## src/rtl/thirty_two_bit_divider.sv

```systemverilog
// Multicycle signed integer divider (restoring shift-subtract).
//
// A start pulse in IDLE or DONE samples the operands. SETUP either resolves
// the two exception cases at once (divide-by-zero, MIN/-1 overflow) or loads
// the operand magnitudes. RUN then performs WIDTH restoring iterations, and
// FIX applies the result sign. DONE raises result_rdy for one cycle.
// Quotient truncates toward zero.
//
// Optional build macro: REMAINDER_OUT_EN adds a remainder output whose sign
// follows the dividend.
//
// Ports:
//   clock      rising-edge clock
//   reset_n    asynchronous active-low reset
//   start      one-cycle request; operands sampled on the same edge
//   dividend   signed numerator
//   divisor    signed denominator
//   quotient   signed result, held until the next result
//   exception  divide-by-zero or overflow, held with quotient
//   result_rdy one-cycle pulse when quotient/exception are valid
//   remainder  (REMAINDER_OUT_EN only) signed remainder, sign of dividend
//   busy       high from accepted start through the result_rdy cycle
module thirty_two_bit_divider #(
    parameter int unsigned WIDTH = 32
) (
    input  logic             clock,
    input  logic             reset_n,
    input  logic             start,
    input  logic [WIDTH-1:0] dividend,
    input  logic [WIDTH-1:0] divisor,
    output logic [WIDTH-1:0] quotient,
    output logic             exception,
    output logic             result_rdy,
`ifdef REMAINDER_OUT_EN
    output logic [WIDTH-1:0] remainder,
`endif
    output logic             busy
);

    localparam int unsigned CntW = (WIDTH > 1) ? $clog2(WIDTH) : 1;
    localparam logic [WIDTH-1:0] MinNeg = {1'b1, {(WIDTH-1){1'b0}}};
    localparam logic [CntW-1:0] LastIter = CntW'(WIDTH - 1);

    typedef enum logic [2:0] {
        StIdle,
        StSetup,
        StRun,
        StFix,
        StDone
    } state_e;

    state_e           state_q, state_d;
    logic [CntW-1:0]  cnt_q, cnt_d;
    logic [WIDTH-1:0] dvnd_q, dvnd_d;
    // Holds the raw divisor until SETUP, then its magnitude during RUN.
    logic [WIDTH-1:0] dvsr_q, dvsr_d;
    logic [WIDTH-1:0] rem_q, rem_d;
    logic [WIDTH-1:0] quo_q, quo_d;
    logic             sign_a_q, sign_a_d;
    logic             sign_b_q, sign_b_d;
    logic [WIDTH-1:0] quotient_q, quotient_d;
    logic             exception_q, exception_d;
`ifdef REMAINDER_OUT_EN
    logic [WIDTH-1:0] remainder_q, remainder_d;
`endif

    // Partial remainder after the shift, and the trial subtraction result.
    logic [WIDTH:0] rem_shift;
    logic [WIDTH:0] rem_diff;

    always_ff @(posedge clock or negedge reset_n) begin
        if (!reset_n) begin
            state_q     <= StIdle;
            cnt_q       <= '0;
            dvnd_q      <= '0;
            dvsr_q      <= '0;
            rem_q       <= '0;
            quo_q       <= '0;
            sign_a_q    <= 1'b0;
            sign_b_q    <= 1'b0;
            quotient_q  <= '0;
            exception_q <= 1'b0;
`ifdef REMAINDER_OUT_EN
            remainder_q <= '0;
`endif
        end else begin
            state_q     <= state_d;
            cnt_q       <= cnt_d;
            dvnd_q      <= dvnd_d;
            dvsr_q      <= dvsr_d;
            rem_q       <= rem_d;
            quo_q       <= quo_d;
            sign_a_q    <= sign_a_d;
            sign_b_q    <= sign_b_d;
            quotient_q  <= quotient_d;
            exception_q <= exception_d;
`ifdef REMAINDER_OUT_EN
            remainder_q <= remainder_d;
`endif
        end
    end

    always_comb begin
        state_d     = state_q;
        cnt_d       = cnt_q;
        dvnd_d      = dvnd_q;
        dvsr_d      = dvsr_q;
        rem_d       = rem_q;
        quo_d       = quo_q;
        sign_a_d    = sign_a_q;
        sign_b_d    = sign_b_q;
        quotient_d  = quotient_q;
        exception_d = exception_q;
`ifdef REMAINDER_OUT_EN
        remainder_d = remainder_q;
`endif
        rem_shift   = {rem_q, quo_q[WIDTH-1]};
        rem_diff    = rem_shift - {1'b0, dvsr_q};
        result_rdy  = (state_q == StDone);
        busy        = (state_q != StIdle);

        unique case (state_q)
            StIdle, StDone: begin
                if (start) begin
                    dvnd_d   = dividend;
                    dvsr_d   = divisor;
                    sign_a_d = dividend[WIDTH-1];
                    sign_b_d = divisor[WIDTH-1];
                    state_d  = StSetup;
                end else if (state_q == StDone) begin
                    state_d = StIdle;
                end
            end

            StSetup: begin
                if (dvsr_q == '0) begin
                    quotient_d  = '0;
                    exception_d = 1'b1;
`ifdef REMAINDER_OUT_EN
                    remainder_d = '0;
`endif
                    state_d     = StDone;
                end else if (dvnd_q == MinNeg && dvsr_q == '1) begin
                    // MIN / -1 is not representable; report MIN with the flag.
                    quotient_d  = MinNeg;
                    exception_d = 1'b1;
`ifdef REMAINDER_OUT_EN
                    remainder_d = '0;
`endif
                    state_d     = StDone;
                end else begin
                    // Magnitude of MIN is 2^(WIDTH-1), which still fits unsigned.
                    quo_d   = sign_a_q ? (~dvnd_q + 1'b1) : dvnd_q;
                    dvsr_d  = sign_b_q ? (~dvsr_q + 1'b1) : dvsr_q;
                    rem_d   = '0;
                    cnt_d   = '0;
                    state_d = StRun;
                end
            end

            StRun: begin
                // A clear borrow bit means the shifted remainder >= |divisor|.
                if (!rem_diff[WIDTH]) begin
                    rem_d = rem_diff[WIDTH-1:0];
                    quo_d = {quo_q[WIDTH-2:0], 1'b1};
                end else begin
                    rem_d = rem_shift[WIDTH-1:0];
                    quo_d = {quo_q[WIDTH-2:0], 1'b0};
                end
                cnt_d = cnt_q + 1'b1;
                if (cnt_q == LastIter) begin
                    state_d = StFix;
                end
            end

            StFix: begin
                quotient_d  = (sign_a_q ^ sign_b_q) ? (~quo_q + 1'b1) : quo_q;
                exception_d = 1'b0;
`ifdef REMAINDER_OUT_EN
                remainder_d = sign_a_q ? (~rem_q + 1'b1) : rem_q;
`endif
                state_d     = StDone;
            end

            default: state_d = StIdle;
        endcase
    end

    assign quotient  = quotient_q;
    assign exception = exception_q;
`ifdef REMAINDER_OUT_EN
    assign remainder = remainder_q;
`endif

endmodule

```

## config.mk

```make
export PLATFORM = sky130hd
export DESIGN_NAME = thirty_two_bit_divider
export DESIGN_NICKNAME = d
export VERILOG_FILES = /design/src/rtl/thirty_two_bit_divider.sv
export SDC_FILE = /design/constraint.sdc
export NUM_CORES = 1
export LEC_CHECK = 0
export CAP_MARGIN = 20
export CORE_ASPECT_RATIO = 0.5
export CORE_MARGIN = 2
export CORE_UTILIZATION = 25
export CTS_BUF_LIST = sky130_fd_sc_hd__clkbuf_16
export DETAILED_ROUTE_END_ITERATION = 10
export PLACE_DENSITY_LB_ADDON = 0.12
export SETUP_SLACK_MARGIN = 0.02
export SLEW_MARGIN = 25
export SYNTH_ARGS = -nofsm -noshare
export SYNTH_HDL_FRONTEND = slang
export SYNTH_SLANG_ARGS = --single-unit
```

## constraint.sdc

```tcl
create_clock -name clock -period 2.9 [get_ports clock]
set_input_delay 0.725 -clock clock [delete_from_list [all_inputs] [get_ports clock]]
set_output_delay 0.725 -clock clock [all_outputs]
set_load 0.01 [all_outputs]
```

==> impl_metrics.toml, run 1 <==
[setup_path]
arrival_ns = 3.47
end_kind = "register"
start_kind = "register"
path_common_cell = "inv_2"
slowest_delay_ns = 0.44
crit_required_ns = 3.23
path_cells = "inv_2 -> ha_4 -> inv_2 -> fa_2 -> a21o_1 -> a311oi_2 -> or3_4 -> a31oi_4 -> nand3_2 -> a2111oi_4 -> a311o_2 -> buf_12 -> and4_1 -> a221o_1"
cp_max_fo = 10
critPathKind = "register to register"
crit_slowest_cell = "a311o_2"

[sta]
fin_crit_ns = 3.14
worst_pin_slew_ns = 0.698
final.setup.worst_slack_ns = -0.243
drv_slew = 0
final.setup_skew_ns = 0.0161
setup_violations = 37
fmax_mhz = 318
post-route-period-util_pct = 108
finalHoldViolations = 0
slew_headroom_pct = 53.5
rsz0062_at_grt = "yes"
worst_hold_slack_ns = 0.304

[clock_tree]
cts_root_buffer = "clkbuf_16"
path_clk_slew_ns = 0.07
clock_path_buffers = 2
holdBufCountCts = 0
clk_latency_ns = 0.45
cts_buffers = 17
htree_levels = 4
cts_sinks = 170
cts_tree = "built"

[status]
failed_checks = "setup timing"
status = "finished, violations left"

[layout]
finalInstanceArea_mm2 = 0.0156
syn2layout_area_growth_pct = 44.2
drive_gt1_share_pct = 27.0
final_util_pct = 36.8
diodes = 0
final_nets = 1615

[drt]
vias = 10300
drt_iter0_markers = 703
dr.pass1.iters = 4
drc = 0
viasPerCell = 4.92
wirelength_um = 37900
wire_per_inst_um = 18.1
ant_nets = 0

[logic_synthesis]
synthesis.nets = 1331
avgSynthCellArea_um2 = 8.80
ys.flop_type = "dfrtp_1"
async_flop_share_pct = 100
ys_ff_latch = 170
synth-edff-count = 0
yosysUniqueCellTypes = 77
ys_seq_area_share_pct = 39.4
syn_inst = 1225
synth_area_mm2 = 0.0108
ys_warn_count = 0

[placement]
dp_hpwl_um = 26800
gp_congestion = 0.877
portBuffers = 101
placedInstanceArea_mm2 = 0.0139

[floorplanning]
start_util_pct = 25.5
die-area_mm2 = 0.0449
core.rowCount = 53
core_mm2 = 0.0422
die_y_um = 151
fp.dieW_um = 298
io_pins = 102

[power]
leakage_nw = 6.50
ir_drop_mv = 0.417
p_per_area_mw_per_mm2 = 1080
totalPowerFinal_mw = 16.8

[hold_path]
worst_hold_path_type = "primary input to asynchronous set/reset pin"

[global_route]
grt_overflow_total = 0
antenna_found_initial = 0
grt_pass1_wl_um = 57700
grt_usage_pct = 16.5
grt_max_degree = 67
grt_pass1_vias = 10500

[run]
maxCapViolations = 0
-- state kept, by name, summed over array words and instances, names as in the netlist --
signal     count
dvnd_q        32
sign_b_q       1
state_q        3
quotient      32
dvsr_q        32
exception      1
cnt_q          5
rem_q         32
quo_q         32
-- final timing paths --
kind | start | end | slack [ns] | cells past startpoint
setup / recovery | quo_q[31] | rem_q[21] | -0.24 | 14
hold / removal | reset_n | dvnd_q[12] | 0.30 | 1
setup reg to reg | quo_q[31] | rem_q[21] | -0.24 | 14
hold reg to reg | exception | exception | 0.50 | 2
max in group asynchronous | reset_n | rem_q[31] | 1.84 | 2
min in group clock | exception | exception | 0.50 | 2
-- metal layers --
layer	global-route usage (%)	routed length, um	up-vias
li1	-	-	5016
met1	20.1	17000	5137
met2	30.7	19400	140
met3	2.47	893	31
met4	4.67	643	0
met5	0	0	-
-- synthesized netlist by cell type (15+ instances only) --
cell	number	area [um2]
nor2_1	83	312
dfrtp_1	170	4250
mux2_2	31	349
o21ai_0	126	631
a32oi_1	15	131
nand2_1	122	458
clkbuf_1	48	180
nor3_1	27	135
nand4_1	15	93.8
xnor2_1	49	429
a21oi_1	84	420
inv_1	46	173
mux2i_1	16	160
nand3_1	60	300
o22ai_1	29	181
o31ai_1	18	135
ha_1	38	475
a31oi_1	17	106
xor2_1	40	350
-- worst max-delay path, delay by kind of cell, from the launching register on --
kind | cells | cell delay, ns
simple gates | 3 | 0.51
compound gates | 6 | 1.32
flops | 1 | 0.39
fa+ha+maj | 2 | 0.49
buf+inv | 3 | 0.30
-- metrics by stage --
step	setup WS, ns	setup TNS (ns)	instances
2_1_floorplan	0.0267	0	1225
3_3_place_gp	-0.227	-2.07	2034
3_5_place_dp	-0.266	-4.90	2034
4_1_cts	-0.241	-5.35	2080
5_1_grt	-0.367	-12.72	2098
6_report	-0.243	-5.02	2098
-- cell families after synthesis --
kind of cell    count (synthesis)  synth area share (%)
compound gates                372                  21.6
fa+ha+maj                      39                  4.59
simple gates                  391                  17.6
flops                         170                  39.4
mux                            47                  4.72
buf+inv                       117                  4.83
xor+xnor                       89                  7.23
-- final cells by class --
cell class	instances	area [um2]
Inverter	47	189
Sequential cell	170	4250
Fill cell	4273	26700
Clock buffer	17	425
Multi-Input combinational cell	938	6530
Tap cell	577	722
Timing Repair Buffer	335	3260
Clock inverter	14	173
-- power by group --
| part | switching [mW] | total [mW] | internal, mW |
|---|---|---|---|
| combinational | 5.19 | 9.97 | 4.78 |
| clock | 1.09 | 2.45 | 1.36 |
| sequential | 0.993 | 4.35 | 3.35 |
-- cells in the final DEF, fill, tap and decap left out, types with 6 or more instances in the layout --
cell type / n
a21o_1: 10
a21oi_1: 64
a21oi_2: 17
a22oi_2: 7
a31oi_1: 16
a32oi_1: 10
and3_1: 7
buf_12: 17
buf_4: 186
buf_6: 18
clkbuf_16: 24
clkdlybuf4s50_1: 100
dfrtp_1: 170
ha_1: 35
inv_1: 46
mux2_2: 31
mux2i_1: 15
nand2_1: 118
nand2b_1: 10
nand3_1: 59
nand4_1: 15
nor2_1: 62
nor2_2: 11
nor2_4: 13
nor2b_1: 8
nor3_1: 26
nor4_1: 8
o211ai_1: 6
o21ai_0: 86
o21ai_1: 39
o21ai_2: 7
o22ai_1: 25
o31ai_1: 17
or3_1: 7
or4_1: 7
xnor2_1: 49
xor2_1: 40
-- timing repair --
action	in CTS	in global routing
endpoints found under the setup margin	59	82
pin swaps	19	36
gates cloned	4	8
setup buffers	11	12
endpoints found under the hold margin	0	0
gates resized for setup	51	132
(Power assumes the default switching activity.)
==> inputs of run 2 (changes only) <==
==> constraint.sdc (replaced) <==
create_clock -name clock -period 3.1 [get_ports clock]
set_input_delay 0.775 -clock clock [delete_from_list [all_inputs] [get_ports clock]]
set_output_delay 0.775 -clock clock [all_outputs]
set_load 0.01 [all_outputs]
==> run 2 against run 1 <==
Against the previous run:
- the flow still finishes with violations (setup timing)
- total power down 14%
- core utilization fell by 2.3 points
- non-clock buffer count is 70 lower
- clock skew grew 0.00094 ns
- die area unchanged
- largest cell class unchanged
- largest power group unchanged
- highest routed layer unchanged
==> impl_metrics.toml, run 2 (synthesis results as in run 1) <==
[sta]
fin_crit_ns = 3.19
drv_slew = 0
setup_violations = 13
rsz0062_at_grt = "yes"
final.setup_skew_ns = 0.0170
slew_headroom_pct = 37.3
worst_hold_slack_ns = 0.214
tns_ns = -0.284
fmax_mhz = 313
worst_pin_slew_ns = 0.940
post-route-period-util_pct = 103
finalHoldViolations = 0
final.setup.worst_slack_ns = -0.0937

[hold_path]
worst_hold_path_type = "primary input to asynchronous set/reset pin"

[floorplanning]
die_y_um = 151
core_mm2 = 0.0422
io_pins = 102
core.rowCount = 53
fp.dieW_um = 298
die-area_mm2 = 0.0449
start_util_pct = 25.5

[global_route]
antenna_found_initial = 0
grt_pass1_wl_um = 55500
grt_pass1_vias = 10000
grt_overflow_total = 0
grt_max_degree = 67
grt_util_met2_pct = 27.9
top_usage_layer = "met2"
use_met3_pct = 3.13
grt_usage_pct = 15.8
use_met1_pct = 20.0

[layout]
multi_input_area_mm2 = 0.00631
diodes = 0
final_nets = 1546
fillers = 4357
syn2layout_area_growth_pct = 35.2
area.sequential_mm2 = 0.00425
final_cell_mix = "dfrtp_1, buf_4, nand2_1"
drive_gt1_share_pct = 20.8
final_common_cell = "dfrtp_1"

[power]
switching_share_pct = 43.6
pwr-share-clk_pct = 15.6
comb_power_share_pct = 55.9
ir_drop_mv = 0.456
switching_power_mw = 6.26
leakage_nw = 6.04
power_frac_seq_pct = 28.5
internal_power_mw = 8.09
p_per_area_mw_per_mm2 = 985

[setup_path]
crit_buf_inv = 5
arrival_ns = 3.53
crit_required_ns = 3.43
r2r-start = "quo_q[31]"
start_kind = "register"
path_cells = "inv_2 -> ha_4 -> inv_2 -> fa_2 -> a21o_1 -> a311oi_2 -> or3_4 -> a31oi_4 -> nand3_2 -> a2111oi_4 -> a311o_2 -> buf_12 -> buf_12 -> buf_16 -> a32oi_1 -> o21ai_1"
cp-startpoint = "quo_q[31]"
cp_max_fo = 5
crit_slowest_cell = "a311o_2"
end_kind = "register"
slowest_delay_ns = 0.41
critPathKind = "register to register"
cp_top_family = "compound AO/OA/AOI/OAI gates"

[clock_tree]
clock_path_buffers = 2
cts_tree = "built"
cts_sinks = 170
clk_latency_ns = 0.46
cts_buffers = 17
path_clk_slew_ns = 0.07
cts_root_buffer = "clkbuf_16"
htree_levels = 4

[status]
status = "finished, violations left"
failed_checks = "setup timing"

[drt]
drt_iter0_markers = 631
wire_per_inst_um = 17.2
viasPerCell = 4.87
wirelength_um = 35000
vias = 9883
drc = 0
dr.pass1.iters = 5
ant_nets = 0

[run]
maxCapViolations = 0

[placement]
gp_congestion = 0.862
dp_hpwl_um = 25700
portBuffers = 101
-- run 2: path summary, 6_finish.rpt --
| check | end | slack, ns | depth (start not counted) |
|---|---|---|---|
| worst min register to register | exception | 0.48 | 2 |
| worst max-delay path | rem_q[11] | -0.09 | 16 |
| min in group clock | exception | 0.48 | 2 |
| worst max register to register | rem_q[11] | -0.09 | 16 |
| worst min-delay path | dvnd_q[14] | 0.21 | 1 |
| max in group asynchronous | rem_q[20] | 2.16 | 2 |
-- run 2: final cells by class --
class | instances | share of cell area, %
multi-input combinational | 939 | 43.3
sequential | 170 | 29.2
timing repair buffer | 265 | 17.3
tap | 577 | 4.95
clock buffer | 17 | 2.92
inverter | 47 | 1.23
clock inverter | 15 | 1.11
-- run 2: routing by layer --
layer  vias up  share of wire [%]
met3        26                3.0
met2       124                 50
met4         0                1.5
li1       4884                  -
met5         -                  0
met1      4849                 46
-- run 2: metrics by stage --
stage / util [%] / cell area, um2 / instances / power, mW / worst slack (ns)
2_1_floorplan: - / 10800 / 1225 / 8.66 / 0.0393
5_1_grt: 34.5 / 14600 / 2030 / 15.5 / -0.192
6_report: 34.5 / 14600 / 2030 / 14.4 / -0.0937
4_1_cts: 33.7 / 14200 / 2021 / 14.3 / -0.00107
3_3_place_gp: 31.7 / 13400 / 1979 / 11.8 / -0.197
3_5_place_dp: 31.7 / 13400 / 1979 / 11.9 / -0.293
-- run 2: worst register-to-register path: cells and delay by family, from the launching register on --
kind	cells	cell delay, ns
AND/OR/NAND/NOR	2	0.32
flip-flops	1	0.39
buffers and inverters	5	0.54
adder cells (fa/ha/maj)	2	0.52
AO/OA/AOI/OAI	7	1.33
-- run 2: power by group through the flow --
stage	clock [mW]	sequential [mW]	combinational, mW
2_1_floorplan	0	4.02	4.64
3_3_place_gp	0	4.11	7.70
3_5_place_dp	0	4.14	7.75
4_1_cts	2.31	4.10	7.85
5_1_grt	2.41	4.25	8.89
6_report	2.24	4.08	8.03
-- run 2: timing repair --
| item | 4_1_cts | 5_1_grt |
|---|---|---|
| gates cloned | 4 | 3 |
| endpoints found under the hold margin | 0 | 0 |
| pin swaps | 11 | 24 |
| hold buffers | 0 | 0 |
| gates resized for setup | 34 | 70 |
| endpoints found under the setup margin | 33 | 126 |
| buffers inserted | 7 | 7 |
